==> config.mk <==
export PLATFORM = sky130hd
export DESIGN_NAME = stream_minmax_nch
export DESIGN_NICKNAME = d
export VERILOG_FILES = /design/src/rtl/stream_minmax_nch.sv
export SDC_FILE = /design/constraint.sdc
export NUM_CORES = 1
export LEC_CHECK = 0
export CORE_UTILIZATION = 28
export DETAILED_ROUTE_END_ITERATION = 12
export SYNTH_ARGS = -nofsm -noshare
export SYNTH_HDL_FRONTEND = slang
export SYNTH_SLANG_ARGS = --single-unit
==> constraint.sdc <==
create_clock -name clk -period 4.4 [get_ports clk]
set_clock_uncertainty 0.1 [all_clocks]
set_input_delay 0.44 -clock clk [delete_from_list [all_inputs] [get_ports clk]]
set_output_delay 0.44 -clock clk [all_outputs]
set_load 0.02 [all_outputs]
==> src/rtl/stream_minmax_nch.sv <==
// -----------------------------------------------------------------------------
// stream_minmax_nch
//   Streaming multi-channel signed min/max tracker for the audio path.
//   Channel-interleaved samples (ch0, ch1, .., ch(NUM_CH-1) per slot) arrive
//   over a valid/ready handshake. Running min/max is kept per channel over a
//   frame of frame_len slots. The results are reported with a one-cycle done
//   pulse and then held until the next legal start.
//
//   Optional feature: define MINMAX_INDEX_EN to add per-channel index outputs.
//   Each index is the slot number of the first occurrence of the min or max.
//
// Ports
//   clk          in   clock
//   reset        in   synchronous, active-high reset
//   start        in   begin frame (sampled in IDLE only)
//   frame_len    in   slots per frame, legal range 1..MAX_LEN (sampled with start)
//   s_valid      in   sample valid
//   s_ready      out  sample ready, high only while running
//   s_data       in   two's-complement sample
//   busy         out  high while running
//   done         out  one-cycle pulse; results are valid
//   err          out  one-cycle pulse; start with illegal frame_len
//   res_min      out  packed per-channel min, ch k at [k*WIDTH +: WIDTH]
//   res_max      out  packed per-channel max, same packing
//   res_min_idx  out  (MINMAX_INDEX_EN) packed per-channel index of the min
//   res_max_idx  out  (MINMAX_INDEX_EN) packed per-channel index of the max
// -----------------------------------------------------------------------------
module stream_minmax_nch #(
  parameter int WIDTH   = 16,
  parameter int NUM_CH  = 2,
  parameter int MAX_LEN = 1024,
  parameter int LEN_W   = $clog2(MAX_LEN + 1)
) (
  input  logic                    clk,
  input  logic                    reset,
  input  logic                    start,
  input  logic [LEN_W-1:0]        frame_len,
  input  logic                    s_valid,
  output logic                    s_ready,
  input  logic [WIDTH-1:0]        s_data,
  output logic                    busy,
  output logic                    done,
  output logic                    err,
  output logic [NUM_CH*WIDTH-1:0] res_min,
  output logic [NUM_CH*WIDTH-1:0] res_max
`ifdef MINMAX_INDEX_EN
  ,
  output logic [NUM_CH*LEN_W-1:0] res_min_idx,
  output logic [NUM_CH*LEN_W-1:0] res_max_idx
`endif
);

  localparam int CH_W = (NUM_CH > 1) ? $clog2(NUM_CH) : 1;

  localparam logic signed [WIDTH-1:0] MOST_POS = {1'b0, {(WIDTH-1){1'b1}}};
  localparam logic signed [WIDTH-1:0] MOST_NEG = {1'b1, {(WIDTH-1){1'b0}}};
  localparam logic [CH_W-1:0]         LAST_CH  = CH_W'(NUM_CH - 1);
  localparam logic [LEN_W-1:0]        LEN_MAX  = LEN_W'(MAX_LEN);

  typedef enum logic [1:0] {
    ST_IDLE = 2'd0,
    ST_RUN  = 2'd1,
    ST_DONE = 2'd2
  } state_t;

  state_t                  state;
  logic [LEN_W-1:0]        len_q;
  logic [CH_W-1:0]         ch_cnt;
  logic [LEN_W-1:0]        smp_cnt;
  logic signed [WIDTH-1:0] min_lane [NUM_CH];
  logic signed [WIDTH-1:0] max_lane [NUM_CH];
`ifdef MINMAX_INDEX_EN
  logic [LEN_W-1:0]        min_idx  [NUM_CH];
  logic [LEN_W-1:0]        max_idx  [NUM_CH];
`endif

  logic                    beat;
  logic                    len_ok;
  logic                    last_slot;
  logic                    last_beat;
  logic signed [WIDTH-1:0] sample;
  logic signed [WIDTH-1:0] cur_min;
  logic signed [WIDTH-1:0] cur_max;
  logic                    take_min;
  logic                    take_max;

  assign sample    = s_data;
  assign beat      = s_valid && s_ready;
  assign len_ok    = (frame_len != '0) && (frame_len <= LEN_MAX);
  assign last_slot = (smp_cnt == (len_q - LEN_W'(1)));
  assign last_beat = beat && (ch_cnt == LAST_CH) && last_slot;

  // Lane selected by the channel counter. Strict compares keep the earliest
  // of equal values, which is also what makes the index "first occurrence".
  assign cur_min  = min_lane[ch_cnt];
  assign cur_max  = max_lane[ch_cnt];
  assign take_min = (sample < cur_min);
  assign take_max = (sample > cur_max);

  always_ff @(posedge clk) begin
    if (reset) begin
      state   <= ST_IDLE;
      s_ready <= 1'b0;
      busy    <= 1'b0;
      done    <= 1'b0;
      err     <= 1'b0;
      len_q   <= '0;
      ch_cnt  <= '0;
      smp_cnt <= '0;
      for (int k = 0; k < NUM_CH; k++) begin
        min_lane[k] <= MOST_POS;
        max_lane[k] <= MOST_NEG;
`ifdef MINMAX_INDEX_EN
        min_idx[k]  <= '0;
        max_idx[k]  <= '0;
`endif
      end
    end else begin
      done <= 1'b0;
      err  <= 1'b0;
      case (state)
        ST_IDLE: begin
          if (start) begin
            if (len_ok) begin
              len_q   <= frame_len;
              ch_cnt  <= '0;
              smp_cnt <= '0;
              for (int k = 0; k < NUM_CH; k++) begin
                min_lane[k] <= MOST_POS;
                max_lane[k] <= MOST_NEG;
`ifdef MINMAX_INDEX_EN
                min_idx[k]  <= '0;
                max_idx[k]  <= '0;
`endif
              end
              state   <= ST_RUN;
              s_ready <= 1'b1;
              busy    <= 1'b1;
            end else begin
              err <= 1'b1;
            end
          end
        end

        ST_RUN: begin
          if (beat) begin
            if (take_min) begin
              min_lane[ch_cnt] <= sample;
`ifdef MINMAX_INDEX_EN
              min_idx[ch_cnt]  <= smp_cnt;
`endif
            end
            if (take_max) begin
              max_lane[ch_cnt] <= sample;
`ifdef MINMAX_INDEX_EN
              max_idx[ch_cnt]  <= smp_cnt;
`endif
            end
            if (ch_cnt == LAST_CH) begin
              ch_cnt  <= '0;
              smp_cnt <= smp_cnt + LEN_W'(1);
            end else begin
              ch_cnt  <= ch_cnt + CH_W'(1);
            end
            if (last_beat) begin
              state   <= ST_DONE;
              s_ready <= 1'b0;
              busy    <= 1'b0;
              done    <= 1'b1;
            end
          end
        end

        ST_DONE: begin
          state <= ST_IDLE;
        end

        default: begin
          state   <= ST_IDLE;
          s_ready <= 1'b0;
          busy    <= 1'b0;
        end
      endcase
    end
  end

  for (genvar g = 0; g < NUM_CH; g++) begin : g_pack
    assign res_min[g*WIDTH +: WIDTH] = min_lane[g];
    assign res_max[g*WIDTH +: WIDTH] = max_lane[g];
`ifdef MINMAX_INDEX_EN
    assign res_min_idx[g*LEN_W +: LEN_W] = min_idx[g];
    assign res_max_idx[g*LEN_W +: LEN_W] = max_idx[g];
`endif
  end

endmodule

==> results of run 1 <==
-- registers in the layout (all words and copies together) (netlist names), named ones only --
register	cells
err	1
max_lane	32
state	2
min_lane	32
len_q	11
busy	1
smp_cnt	11
ch_cnt	1
done	1
-- how the worst max path moves through the flow --
stage | to | slack (ns) | depth (start not counted)
floorplan | min_lane[0][0] | 0.86 | 9
CTS | min_lane[0][1] | 0.85 | 7
global route | max_lane[1][0] | 0.61 | 9
detailed placement | min_lane[0][14] | 0.74 | 7
finish | min_lane[0][1] | 0.89 | 7
global placement | min_lane[0][12] | 0.84 | 7
-- cells in the mapped netlist (2+ instances only) --
library cell,count
sky130_fd_sc_hd__buf_4,2
sky130_fd_sc_hd__mux2_2,3
sky130_fd_sc_hd__buf_2,2
sky130_fd_sc_hd__a21o_1,5
sky130_fd_sc_hd__xnor2_1,10
sky130_fd_sc_hd__clkbuf_1,15
sky130_fd_sc_hd__dfxtp_1,29
sky130_fd_sc_hd__mux2i_1,40
sky130_fd_sc_hd__nor3b_1,2
sky130_fd_sc_hd__a21oi_1,13
sky130_fd_sc_hd__nor3_1,4
sky130_fd_sc_hd__nor4b_2,2
sky130_fd_sc_hd__ha_1,33
sky130_fd_sc_hd__o21a_1,3
sky130_fd_sc_hd__o2111ai_1,2
sky130_fd_sc_hd__a211oi_1,4
sky130_fd_sc_hd__nand4_1,5
sky130_fd_sc_hd__and3_1,4
sky130_fd_sc_hd__nor4b_1,4
sky130_fd_sc_hd__o21ai_0,16
sky130_fd_sc_hd__and4_1,4
sky130_fd_sc_hd__nor2_1,35
sky130_fd_sc_hd__nor2b_1,6
sky130_fd_sc_hd__nand2_1,14
sky130_fd_sc_hd__o211ai_1,5
sky130_fd_sc_hd__edfxtp_1,64
sky130_fd_sc_hd__or3_1,3
sky130_fd_sc_hd__nand3_1,4
sky130_fd_sc_hd__or4_1,2
sky130_fd_sc_hd__or2_2,2
sky130_fd_sc_hd__xor2_1,13
sky130_fd_sc_hd__a31oi_1,6
sky130_fd_sc_hd__nor4_1,7
sky130_fd_sc_hd__inv_1,8
sky130_fd_sc_hd__nand2b_1,6
sky130_fd_sc_hd__and2_1,31
sky130_fd_sc_hd__o21bai_1,30
-- cells by family (layout without fill, tap and decap cells) --
kind of cell	Yosys count	in the layout	share of synthesized area (%)
muxes	43	43	8.49
AOI/OAI and AO/OA	94	94	12.7
DFF	93	93	49.0
xor gates and xnor gates	23	23	3.94
and+or+nand+nor	140	140	15.7
buffers and inverters	27	137	2.18
adders and majority gates	33	33	8.08
-- worst max-delay path: cells and delay by family (launching register included) --
| kind | cells | cell delay (ns) |
|---|---|---|
| multiplexers | 1 | 0.29 |
| adder cells (fa/ha/maj) | 1 | 0.27 |
| AND/OR/NAND/NOR | 2 | 0.99 |
| AO/OA/AOI/OAI | 3 | 0.81 |
| flip-flops | 1 | 0.65 |
-- final cells by class --
type / count / share of cell area (%)
clock buffers: 9 / 3.35
clock inverters: 7 / 1.15
inverters: 8 / 0.447
multi-input cells: 333 / 37.3
flip-flops and latches: 93 / 37.3
well taps: 229 / 4.26
repair buffers: 113 / 16.3
-- cells in the final DEF (no fill, tap or decap), types with 15 or more instances in the layout --
cell / instances
sky130_fd_sc_hd__dfxtp_1: 28
sky130_fd_sc_hd__edfxtp_1: 64
sky130_fd_sc_hd__and2_1: 31
sky130_fd_sc_hd__buf_4: 15
sky130_fd_sc_hd__nor2_1: 35
sky130_fd_sc_hd__o21bai_1: 30
sky130_fd_sc_hd__ha_1: 33
sky130_fd_sc_hd__o21ai_0: 16
sky130_fd_sc_hd__mux2i_1: 40
sky130_fd_sc_hd__clkdlybuf4s50_1: 98
-- where the power goes --
group / total, mW / switching [mW] / internal (mW) / leakage (nW)
clock: 0.802 / 0.353 / 0.449 / 0.153
combinational: 0.277 / 0.149 / 0.128 / 1.53
sequential: 0.988 / 0.0271 / 0.961 / 0.801
total: 2.07 / 0.530 / 1.54 / 2.48
-- layer usage --
| metal | GRT usage, % | routed length [um] | vias to the layer above |
|---|---|---|---|
| met3 | 3.78 | 720 | 18 |
| met4 | 4.88 | 273 | 0 |
| met1 | 18.9 | 6150 | 1895 |
| li1 | - | - | 1910 |
| met5 | 0 | 0 | - |
| met2 | 25.8 | 6620 | 118 |
-- stage by stage --
| stage | total power [mW] | setup slack [ns] | util, % | hold slack (ns) |
|---|---|---|---|---|
| detailed placement | 1.29 | 0.744 | 35.8 | 0.414 |
| floorplan | 1.16 | 0.863 | - | 0.377 |
| global route | 2.15 | 0.608 | 37.5 | 0.470 |
| global placement | 1.28 | 0.837 | 35.8 | 0.410 |
| CTS | 2.09 | 0.846 | 37.5 | 0.424 |
| finish | 2.07 | 0.895 | 37.5 | 0.420 |
==> out/results.ini, run 1 <==
[logic_synthesis]
postSynthRegisterBits=93
synth-async-reset-ratio_pct=0
synthesis.area_sq_um=5110
synth_area_per_cell_sq_um=11.3
yosys.area.top_type=sky130_fd_sc_hd__edfxtp_1
synthesis.instances=453
synth_flop_cell=sky130_fd_sc_hd__edfxtp_1
mappedNetlistNets=517
synth.yosys.seq_area_share_pct=49.0
number_of_enable_type_register_cells_in_the_synthesized_netlist=64
ys_types=52
synth_area_leaders=sky130_fd_sc_hd__edfxtp_1, sky130_fd_sc_hd__dfxtp_1, sky130_fd_sc_hd__ha_1, sky130_fd_sc_hd__mux2i_1, sky130_fd_sc_hd__o21bai_1
synthesis.yosys.warnings=0
synth_top_cell_area_share_pct=37.6

[place]
port-buffer-count=98
gp_routability_congestion=0.846
number_of_placed_instances_taps_included=776
hpwlAfterDp_um=10400
placed_cell_area_sq_um=6420

[critical_path]
endpoint_kind=register
worstSetupStartpointType=register
timing.setup.critical_path_class=reg2reg
timing.critical_path.cells=mux2i_1, ha_1, a21o_1, a21o_1, a221oi_2, nor4b_2, or3_1
crit_arrival_ns=3.37
reg2reg_to=min_lane[0][1]
reg2reg_setup_slack_ns=0.89
critPathSlowestCell=sky130_fd_sc_hd__or3_1
ff2ff_path_depth=7
crit_top_cell=sky130_fd_sc_hd__a21o_1
path_max_fanout=16
required_ns=4.27
critical-path-max-stage-delay_ns=0.67

[timing]
fin_crit_ns=3.51
setup-tns-final_ns=0
timing.max_slew.rel_slack_pct=42.6
final-max-slew-violation-count=0
report.final.hold_viol_count=0
achievable-frequency_mhz=285
max_slew.worst_pin.slew_ns=0.861
rsz_0062_raised_after_global_routing=false
final_min_period_over_clock_period_pct=79.7
setup_viol_count_final=0

[min_path]
holdPathStages=2
hold_path.class=reg2reg
worst_hold_start=len_q[10]
worst_hold_path.endpoint=len_q[10]

[floorplanning]
std_cell_rows=49
die_height_um=137
number_of_top_level_pins=99
start_util_pct=28.6
floorplan.core_area_sq_um=17900
dieWidth_um=137
die_area_sq_um=18800

[drt]
avgRoutedWirePerCell_um=17.4
drt_iter0_markers=187
drtAntennaViolNets=0
drc=0
routed_wl_um=13800
via_count=3941
routed_via_density=4.98
drt-pass1-iter-count=4

[final_layout]
total_inserted_antenna_cells=0
layout.cells.non_filler=792
finish.net_count=622
layout-drive-gt1-share_pct=7.64
seqCellArea_sq_um=2500
multi_input_area_sq_um=2500
filler_cell_count=1775
finish.instance_area_sq_um=6720
area_delta_synth_final_pct=31.5

[clock_tree]
worst_skew_pair.late_latency_ns=0.35
cts_buffers=9
number_of_buffers_inserted_for_hold_repair_after_clock_tree_synthesis=0
tritoncts_clock_tree=yes
cts_resized=0
postcts_setup_bufs=0
cts_htree_levels=3
root_buffer_cell=sky130_fd_sc_hd__clkbuf_16
clock-sinks=93
clk_transition_reported_paths_ns=0.07
cts.path.max_buffers=2

[grt]
first_global_vias=3972
grt.total_usage_pct=15.2
grt_max_degree=21
global_route_wire_length_before_repair_um=21500
grt_antenna_before_repair=0
grt.overflow.total=0

[flow_run]
cap_viol_max_count=0

[status]
status=complete, no violations

[power]
power.density_nw_per_um2=308
cellLeakagePower_nw=2.48
irDropWorstVdd_v=0.000219

Note: power is estimated with default switching activity, not from simulation.
==> inputs of run 2 (changes only) <==
==> constraint.sdc (replaced) <==
create_clock -name clk -period 2.9 [get_ports clk]
set_clock_uncertainty 0.1 [all_clocks]
set_input_delay 0.29 -clock clk [delete_from_list [all_inputs] [get_ports clk]]
set_output_delay 0.29 -clock clk [all_outputs]
set_load 0.02 [all_outputs]
==> run 2 against run 1 <==
Compared with the run above:
- wire length increased by 4.3%
- non-clock buffer count increased by 27
- fmax increased by 26%
- setup slack got worse by 0.77 ns
- sequential cell count unchanged
- core utilization increased by 1.7 points
- global-route usage increased by 0.51 points
- register-to-register slack got worse by 0.77 ns
- clock power increased by 58%
- sequential power increased by 51%
- hold slack got worse by 0.0058 ns
- via count increased by 3.9%
- critical path type unchanged
- largest power group unchanged
==> out/results.ini, run 2 (synthesized netlist as in run 1, its figures left out) <==
[timing]
setup_slack_ns=0.125
final-max-slew-violation-count=0
fin_crit_ns=2.77
setup_viol_count_final=0
timing.max_slew.rel_slack_pct=45.4
report.final.hold_viol_count=0
setup-tns-final_ns=0
max_slew.worst_pin.slew_ns=0.815
rsz_0062_raised_after_global_routing=true
final_min_period_over_clock_period_pct=95.7
achievable-frequency_mhz=360

[place]
hpwlAfterDp_um=11000
number_of_placed_instances_taps_included=798
port-buffer-count=98
placed_cell_area_sq_um=6620
place_worst_setup_slack_ns=-0.0780
gp_routability_congestion=0.882

[clock_tree]
cts.path.max_buffers=2
number_of_buffers_inserted_for_hold_repair_after_clock_tree_synthesis=0
cts_htree_levels=3
clk_transition_reported_paths_ns=0.06
tritoncts_clock_tree=yes
clock-sinks=93
root_buffer_cell=sky130_fd_sc_hd__clkbuf_16
worst_skew_pair.late_latency_ns=0.35
cts_buffers=9

[drt]
drtAntennaViolNets=0
drc=0
via_count=4096
routed_wl_um=14400
highest_layer=met4
met3_wirelength_um=857
drt_iter0_markers=241
avgRoutedWirePerCell_um=17.5
route.met2.wl_um=6930
met1Wirelength_um=6230
drt-pass1-iter-count=4
routed_via_density=4.99

[critical_path]
ff2ff_path_depth=10
required_ns=2.90
reg2reg_to=max_lane[0][11]
reg2reg_setup_slack_ns=0.13
endpoint_kind=register
timing.setup.critical_path_class=reg2reg
cp-endpoint=max_lane[0][11]
worstSetupStartpointType=register
crit_arrival_ns=2.78
path_max_fanout=10

[final_layout]
seqCellArea_sq_um=2510
final_common_cell=sky130_fd_sc_hd__clkdlybuf4s50_1
layout-drive-gt1-share_pct=13.5
filler_cell_count=1735
mostFrequentLayoutCells=sky130_fd_sc_hd__clkdlybuf4s50_1, sky130_fd_sc_hd__edfxtp_1, sky130_fd_sc_hd__buf_4, sky130_fd_sc_hd__mux2i_1, sky130_fd_sc_hd__nor2_1
total_inserted_antenna_cells=0
area_delta_synth_final_pct=37.4
finish.net_count=651
finish.instance_area_sq_um=7020
layout.cells.non_filler=821
multi_input_area_sq_um=2580
finalCoreUtilization_pct=39.2
largestRegisters=max_lane (32), min_lane (32)

[power]
power.switching_fraction_pct=24.5
power.density_nw_per_um2=459
clock_power_share_pct=39.3
netsw_uw=791
cellLeakagePower_nw=2.64
power_frac_comb_pct=14.3
cell_internal_pwr_mw=2.43
irDropWorstVdd_v=0.000286
share_seq_of_total_power_pct=46.3

[floorplanning]
die_area_sq_um=18800
dieWidth_um=137
die_height_um=137
std_cell_rows=49
floorplan.core_area_sq_um=17900
start_util_pct=28.6
number_of_top_level_pins=99

[grt]
first_global_vias=4120
grt.overflow.total=0
grt_antenna_before_repair=0
global_route_wire_length_before_repair_um=22100
grt.total_usage_pct=15.8
grt_max_degree=20

[flow_run]
cap_viol_max_count=0

[status]
status=complete, no violations

[min_path]
hold_path.class=reg2reg

[run 2: cell types whose count changed in the layout (fill, tap and decap cells not counted), sizes merged]
cell	change
buf	+27
nand2b	+2
inv	-2
bufinv	+1
clkinv	+1
[run 2: worst min-delay path by stage]
stage / from / endpoint / slack [ns] / depth (start not counted)
finish: len_q[10] / len_q[10] / 0.41 / 2
global route: smp_cnt[10] / smp_cnt[10] / 0.46 / 2
CTS: len_q[10] / len_q[10] / 0.41 / 2
detailed placement: len_q[10] / len_q[10] / 0.40 / 2
global placement: len_q[10] / len_q[10] / 0.40 / 2
floorplan: frame_len[0] / len_q[0] / 0.34 / 2
[run 2: final cells by class]
type | count | share of cell area (%)
Sequential cell | 93 | 35.7
Inverter | 8 | 0.428
Timing Repair Buffer | 140 | 18.5
Multi-Input combinational cell | 335 | 36.7
Clock buffer | 9 | 3.21
Clock inverter | 7 | 1.35
Tap cell | 229 | 4.08
[run 2: timing repair]
action                                 4_1_cts  5_1_grt
cloned                                       0        2
pin swaps                                    1        2
resized for setup                            1        7
setup endpoints to repair                  109      118
endpoints found under the hold margin        0        0
setup buffers                                1        4
[run 2: metal layers]
metal | vias to the layer above | track usage, %
met2 | 124 | 26.3
met3 | 21 | 3.48
met5 | - | 0
met4 | 0 | 6.11
met1 | 1989 | 19.7
li1 | 1962 | -
[run 2: worst max-delay path, cell delays in order, from the launching register on]
cell,delay (ns)
sky130_fd_sc_hd__dfxtp_4,0.43
sky130_fd_sc_hd__buf_4,0.17
sky130_fd_sc_hd__mux2i_1,0.24
sky130_fd_sc_hd__ha_1,0.30
sky130_fd_sc_hd__a21o_1,0.19
sky130_fd_sc_hd__a21o_1,0.18
sky130_fd_sc_hd__a211oi_2,0.22
sky130_fd_sc_hd__o21a_1,0.19
sky130_fd_sc_hd__a21oi_1,0.13
sky130_fd_sc_hd__buf_4,0.20
sky130_fd_sc_hd__and2_1,0.16
[run 2: power groups by stage]
stage / sequential [mW] / clock (mW) / combinational [mW]
global placement: 1.52 / 0 / 0.446
global route: 1.50 / 1.35 / 0.507
CTS: 1.49 / 1.30 / 0.455
floorplan: 1.55 / 0 / 0.214
finish: 1.49 / 1.27 / 0.462
detailed placement: 1.52 / 0 / 0.451
[run 2: metrics by stage]
stage | power (mW) | hold WS, ns
finish | 3.23 | 0.415
global route | 3.36 | 0.460
CTS | 3.25 | 0.413
detailed placement | 1.98 | 0.402
global placement | 1.97 | 0.398
floorplan | 1.76 | 0.337
